`src/rtl/lsu_if.sv`:
```
// Bus bundle between the LSU and its neighbours: execute-side request,
// data-memory port and writeback response.
interface lsu_if;
  logic        in_valid, in_ready, in_load, in_store;
  logic [2:0]  in_funct3;
  logic [31:0] in_addr, in_wdata;
  logic        mem_valid, mem_wr;
  logic [31:0] mem_addr, mem_wdata, mem_rdata;
  logic [2:0]  mem_wmask;
  logic        out_valid, out_ready, out_err;
  logic [31:0] out_rdata;

  // master: environment (execute, memory, writeback); slave: the LSU itself
  modport master (
    output in_valid, in_load, in_store, in_funct3, in_addr, in_wdata,
           mem_rdata, out_ready,
    input  in_ready, mem_valid, mem_wr, mem_addr, mem_wdata, mem_wmask,
           out_valid, out_rdata, out_err
  );
  modport slave (
    input  in_valid, in_load, in_store, in_funct3, in_addr, in_wdata,
           mem_rdata, out_ready,
    output in_ready, mem_valid, mem_wr, mem_addr, mem_wdata, mem_wmask,
           out_valid, out_rdata, out_err
  );
endinterface

```
`src/rtl/lsu_stage.sv`:
```
// Single-outstanding load/store unit: checks alignment, drives the data memory
// port for MEM_WAIT+1 cycles, extends load data and hands it to writeback.
module lsu_stage #(
  parameter int MEM_WAIT = 0
) (
  input logic  clock,
  input logic  reset_n,
  lsu_if.slave bus
);
  localparam int CW = (MEM_WAIT > 0) ? $clog2(MEM_WAIT + 1) : 1;

  typedef enum logic [1:0] {IDLE, ACCESS, RESP} state_t;

  state_t        state;
  logic [CW-1:0] cnt;
  logic          ld_q, st_q;
  logic [2:0]    f3_q;
  logic [1:0]    lane_q;

  logic          f3_ok, mis, err;
  logic [31:0]   lane_wdata, ext;
  logic [7:0]    rb;
  logic [15:0]   rh;

  always_comb begin
    f3_ok = 1'b1;
    if (bus.in_load)       f3_ok = bus.in_funct3 inside {3'b000, 3'b001, 3'b010, 3'b100, 3'b101};
    else if (bus.in_store) f3_ok = bus.in_funct3 inside {3'b000, 3'b001, 3'b010};
    mis = ((bus.in_funct3[1:0] == 2'b01) && bus.in_addr[0]) ||
          ((bus.in_funct3[1:0] == 2'b10) && (bus.in_addr[1:0] != 2'b00));
    err = (bus.in_load && bus.in_store) ||
          ((bus.in_load || bus.in_store) && (!f3_ok || mis));
    case (bus.in_funct3[1:0])
      2'b00:   lane_wdata = {4{bus.in_wdata[7:0]}};
      2'b01:   lane_wdata = {2{bus.in_wdata[15:0]}};
      default: lane_wdata = bus.in_wdata;
    endcase
  end

  // Load extraction works off the captured address/size, not the live inputs
  always_comb begin
    case (lane_q)
      2'd0:    rb = bus.mem_rdata[7:0];
      2'd1:    rb = bus.mem_rdata[15:8];
      2'd2:    rb = bus.mem_rdata[23:16];
      default: rb = bus.mem_rdata[31:24];
    endcase
    rh = lane_q[1] ? bus.mem_rdata[31:16] : bus.mem_rdata[15:0];
    case (f3_q)
      3'b000:  ext = {{24{rb[7]}}, rb};
      3'b001:  ext = {{16{rh[15]}}, rh};
      3'b100:  ext = {24'd0, rb};
      3'b101:  ext = {16'd0, rh};
      default: ext = bus.mem_rdata;
    endcase
  end

  always_ff @(posedge clock) begin
    if (!reset_n) begin
      state         <= IDLE;
      cnt           <= '0;
      ld_q          <= 1'b0;
      st_q          <= 1'b0;
      f3_q          <= 3'd0;
      lane_q        <= 2'd0;
      bus.in_ready  <= 1'b1;
      bus.mem_valid <= 1'b0;
      bus.mem_wr    <= 1'b0;
      bus.mem_addr  <= 32'd0;
      bus.mem_wdata <= 32'd0;
      bus.mem_wmask <= 3'd0;
      bus.out_valid <= 1'b0;
      bus.out_rdata <= 32'd0;
      bus.out_err   <= 1'b0;
    end else begin
      case (state)
        IDLE: if (bus.in_valid) begin
          ld_q         <= bus.in_load;
          st_q         <= bus.in_store;
          f3_q         <= bus.in_funct3;
          lane_q       <= bus.in_addr[1:0];
          bus.in_ready <= 1'b0;
          if (err || !(bus.in_load || bus.in_store)) begin
            state         <= RESP;
            bus.out_valid <= 1'b1;
            bus.out_err   <= err;
            bus.out_rdata <= 32'd0;
          end else begin
            state         <= ACCESS;
            cnt           <= CW'(MEM_WAIT);
            bus.mem_valid <= 1'b1;
            // write strobe lands only in the final access cycle
            bus.mem_wr    <= bus.in_store && (MEM_WAIT == 0);
            bus.mem_addr  <= {bus.in_addr[31:2], 2'b00};
            bus.mem_wdata <= lane_wdata;
            bus.mem_wmask <= {1'b0, bus.in_funct3[1:0]};
          end
        end
        ACCESS: if (cnt == '0) begin
          state         <= RESP;
          bus.mem_valid <= 1'b0;
          bus.mem_wr    <= 1'b0;
          bus.out_valid <= 1'b1;
          bus.out_err   <= 1'b0;
          bus.out_rdata <= ld_q ? ext : 32'd0;
        end else begin
          cnt <= cnt - CW'(1);
          if (cnt == CW'(1)) bus.mem_wr <= st_q;
        end
        RESP: if (bus.out_ready) begin
          state         <= IDLE;
          bus.out_valid <= 1'b0;
          bus.in_ready  <= 1'b1;
        end
        default: state <= IDLE;
      endcase
    end
  end
endmodule

```
`src/flat_wrapper.sv`:
```
// flat-port wrapper written by rule: the top's interface ports become plain ports
module lsu_stage_flat 
#(
  parameter int MEM_WAIT = 0
)
  (clock, reset_n, bus_in_valid, bus_in_load, bus_in_store, bus_in_funct3, bus_in_addr, bus_in_wdata, bus_mem_rdata, bus_out_ready, bus_in_ready, bus_mem_valid, bus_mem_wr, bus_mem_addr, bus_mem_wdata, bus_mem_wmask, bus_out_valid, bus_out_rdata, bus_out_err);
  lsu_if bus_i ();
  input logic clock;
  input logic reset_n;
  input wire logic [$bits(bus_i.in_valid)-1:0] bus_in_valid;
  input wire logic [$bits(bus_i.in_load)-1:0] bus_in_load;
  input wire logic [$bits(bus_i.in_store)-1:0] bus_in_store;
  input wire logic [$bits(bus_i.in_funct3)-1:0] bus_in_funct3;
  input wire logic [$bits(bus_i.in_addr)-1:0] bus_in_addr;
  input wire logic [$bits(bus_i.in_wdata)-1:0] bus_in_wdata;
  input wire logic [$bits(bus_i.mem_rdata)-1:0] bus_mem_rdata;
  input wire logic [$bits(bus_i.out_ready)-1:0] bus_out_ready;
  output wire logic [$bits(bus_i.in_ready)-1:0] bus_in_ready;
  output wire logic [$bits(bus_i.mem_valid)-1:0] bus_mem_valid;
  output wire logic [$bits(bus_i.mem_wr)-1:0] bus_mem_wr;
  output wire logic [$bits(bus_i.mem_addr)-1:0] bus_mem_addr;
  output wire logic [$bits(bus_i.mem_wdata)-1:0] bus_mem_wdata;
  output wire logic [$bits(bus_i.mem_wmask)-1:0] bus_mem_wmask;
  output wire logic [$bits(bus_i.out_valid)-1:0] bus_out_valid;
  output wire logic [$bits(bus_i.out_rdata)-1:0] bus_out_rdata;
  output wire logic [$bits(bus_i.out_err)-1:0] bus_out_err;
  assign bus_i.in_valid = bus_in_valid;
  assign bus_i.in_load = bus_in_load;
  assign bus_i.in_store = bus_in_store;
  assign bus_i.in_funct3 = bus_in_funct3;
  assign bus_i.in_addr = bus_in_addr;
  assign bus_i.in_wdata = bus_in_wdata;
  assign bus_i.mem_rdata = bus_mem_rdata;
  assign bus_i.out_ready = bus_out_ready;
  assign bus_in_ready = bus_i.in_ready;
  assign bus_mem_valid = bus_i.mem_valid;
  assign bus_mem_wr = bus_i.mem_wr;
  assign bus_mem_addr = bus_i.mem_addr;
  assign bus_mem_wdata = bus_i.mem_wdata;
  assign bus_mem_wmask = bus_i.mem_wmask;
  assign bus_out_valid = bus_i.out_valid;
  assign bus_out_rdata = bus_i.out_rdata;
  assign bus_out_err = bus_i.out_err;
  lsu_stage #(.MEM_WAIT(MEM_WAIT)) u_core (.clock(clock), .reset_n(reset_n), .bus(bus_i));
endmodule
```
`config.mk`:
```
export PLATFORM = sky130hd
export DESIGN_NAME = lsu_stage_flat
export DESIGN_NICKNAME = d
export VERILOG_FILES = /design/src/rtl/lsu_if.sv /design/src/rtl/lsu_stage.sv /design/src/flat_wrapper.sv
export SDC_FILE = /design/constraint.sdc
export NUM_CORES = 1
export LEC_CHECK = 0
export ABC_AREA = 1
export ABC_CLOCK_PERIOD_IN_PS = 1800
export BUFFER_PORTS_ARGS = -buffer_cell sky130_fd_sc_hd__buf_2
export CORE_MARGIN = 2
export CORE_UTILIZATION = 49
export CTS_CLUSTER_SIZE = 14
export DETAILED_ROUTE_END_ITERATION = 16
export PLACE_DENSITY_LB_ADDON = 0.08
export SYNTH_ARGS = -nofsm -noshare
export SYNTH_HDL_FRONTEND = slang
export SYNTH_SLANG_ARGS = --single-unit
```
`constraint.sdc`:
```
create_clock -name clock -period 1.8 [get_ports clock]
set_input_delay 0.36 -clock clock [delete_from_list [all_inputs] [get_ports clock]]
set_output_delay 0.36 -clock clock [all_outputs]
set_load 0.1 [all_outputs]
```
==> reports/results.ini <==
[outcome]
status=finished, final reports clean

[place]
place_congestion=0.854
dp_hpwl_mm=10.5
place_area_mm2=0.00650
port_buffers=205

[clock_network]
cts_tree=done
clk_pin_slew_ns=0.11
clock_latency_ns=0.37
hold_buffers=0
cts_buffers=9
h-tree-depth=3
ctsResizeCount=0
clockRootBuffer=clkbuf_8
clkSinkCount=109
cts_buffer_depth=2
cts_setup_buffers=0

[setup_path]
ff2ff_path_depth=7
crit_fanout=2
required_ns=1.44
cp_slowest_cell=buf_2
endpoint_kind=output port
timing.critical_path.buf_inv=1
critPathMaxStageDelay_ns=0.44
r2r-end=u_core.bus.out_rdata[30]$_SDFFE_PN0P_
r2r-start=u_core.lane_q[0]$_SDFFE_PN0P_
startpoint_type=flip-flop
crit_family=buffers and inverters
worstPathCellList=buf_2
critical_path_class=flip-flop to output port
cp.arrival_ns=1.17
r2r_setup_slack_ns=0.28

[floorplan]
ios=209
initial_core_util=0.499
core_mm2=0.0108
die_w_um=109
die_y_um=109
fp-row-count=38
die_area_mm2=0.0119

[drt]
viasPerCell=4.64
drt_iter0_drc=319
ant_nets=0
drc=0
firstDrtPassIters=5
num_vias=5555
routedWlPerCell_um=11.7
routed_wirelength_mm=14.0

[sta]
relSlewSlack=0.658
post-route-period-util=0.851
rsz0062_at_grt=false
skew_ns=0.00944
hold_viol=0
finalSetupTns_ns=0
period_minus_slack_ns=1.53
fmax_ghz=0.653
timing.final.max_slew_violations=0
hold_ws_ns=0.200
tightest_slew_ns=0.517
setup_viol=0

[layout]
mostFrequentLayoutCell=nand2_1
areaGrowthSynthToFinish_pct=24.0
fin_area_mm2=0.00668
final_cell_mix=280 x nand2_1, 205 x buf_2, 180 x nor2_1, 109 x dfxtp_1, 102 x inv_1
finalCoreUtilization=0.619
nFillCells=1147
num-nets-final=1156
drive_above_1_share=0.246

[grt]
grt_overflow=0
grt_pass1_wl_mm=22.5
grt_max_degree=41
antenna_found_initial=1
track_usage=0.239
grt_pass1_vias=4965

[power]
power.density_mw_per_mm2=861
ir_drop_mv=0.451
p_leak_nw=3.79
power_w=0.00575

[yosys]
seq_area_frac_synth=0.405
synth_area_mm2=0.00539
ys_types=30
synth_area_leaders=dfxtp_1 41%, nand2_1 20%, nor2_1 13%
ys_warn_count=0
syn-instance-count=862
yosysTopAreaCell=dfxtp_1
synth_top_area_frac=0.405
syn_avg_cell_area_um2=6.25
synth-seq-cells=109

[job]
cap_violations=0

[worst_hold_path]
min_path_cells=3
hold_start=bus_in_addr[19]
hold_end=u_core.bus.mem_addr[19]$_SDFFE_PN0P_
hp-class=input pin to flip-flop

-- final cells by class --
| cell class | count | area, µm² | area share |
|---|---|---|---|
| well taps | 140 | 175 | 0.0262 |
| flip-flops and latches | 109 | 2180 | 0.327 |
| multi-input cells | 599 | 2510 | 0.376 |
| clock buffers | 9 | 124 | 0.0185 |
| clock inverters | 6 | 55.1 | 0.00824 |
| repair buffers | 224 | 1220 | 0.182 |
| inverters | 108 | 412 | 0.0616 |
| diodes | 1 | 2.50 | 0.000375 |
-- logic make-up after synthesis --
| kind of cell | after synthesis | synth area share |
|---|---|---|
| other | 1 | 0.000696 |
| buffers and inverters | 156 | 0.130 |
| flip-flops | 109 | 0.405 |
| AND/OR/NAND/NOR | 498 | 0.366 |
| AO/OA/AOI/OAI | 98 | 0.0975 |
-- synthesized netlist by cell type --
master / count
clkinv_2: 1
a21oi_2: 2
buf_4: 7
nand4_4: 1
buf_6: 9
inv_6: 1
or2_2: 2
o21a_1: 1
buf_2: 13
nand2_2: 3
and3_1: 2
inv_1: 102
nor2_4: 2
nand2_1: 280
o21ai_1: 1
o211ai_1: 10
o21ai_0: 30
nor2_2: 4
clkbuf_1: 19
a21oi_1: 54
nand3_1: 19
nand4_2: 1
conb_1: 1
nand4_1: 2
inv_2: 3
nor3_1: 1
nor2_1: 180
dfxtp_1: 109
clkinv_1: 1
nand3_2: 1
-- metal layers --
metal	track usage	wire [µm]	vias to the layer above
met5	0	0	-
met4	0.0733	235	0
met3	0.0658	1070	19
met2	0.416	6670	172
met1	0.286	6040	2402
li1	-	-	2962
-- worst min-delay path, stage by stage --
cell and delay [ns]:
buf_2 0.07, nor2_1 0.03, nor2_1 0.08
-- worst max-delay path by stage --
stage	start	end	slack [ns]	depth (start not counted)
after floorplan	bus_in_funct3[1]	u_core.bus.mem_addr[14]$_SDFFE_PN0P_	0.36	10
after global placement	bus_mem_rdata[23]	u_core.bus.out_rdata[30]$_SDFFE_PN0P_	0.18	7
after detailed placement	bus_in_load	u_core.bus.mem_wdata[12]$_SDFFE_PN0P_	0.17	8
after CTS	u_core.bus.out_rdata[23]$_SDFFE_PN0P_	bus_out_rdata[23]	0.24	1
after global routing	u_core.state[1]$_SDFFE_PN0P_	u_core.bus.out_rdata[10]$_SDFFE_PN0P_	0.13	7
final	u_core.bus.out_rdata[23]$_SDFFE_PN0P_	bus_out_rdata[23]	0.27	1
-- report_power, final --
part	total [W]	internal [W]	switching, W
clock network	0.00141	0.000524	0.000883
logic	0.00176	0.000404	0.00135
registers	0.00259	0.00253	0.0000624
total	0.00575	0.00346	0.00230
-- per-stage QoR --
step                      cells  setup WS [ns]
final                      1196          0.269
after global placement     1180          0.181
after CTS                  1195          0.239
after detailed placement   1180          0.173
after global routing       1195          0.127
after floorplan             864          0.358
-- registers in the layout, indices dropped and copies added (netlist names), 2 cells and up --
| name | count |
|---|---|
| u_core.lane_q | 2 |
| u_core.f3_q | 3 |
| u_core.bus.mem_addr | 30 |
| u_core.bus.mem_wmask | 2 |
| u_core.state | 2 |
| u_core.bus.out_rdata | 32 |
| u_core.bus.mem_wdata | 32 |
(Power assumes the default switching activity.)
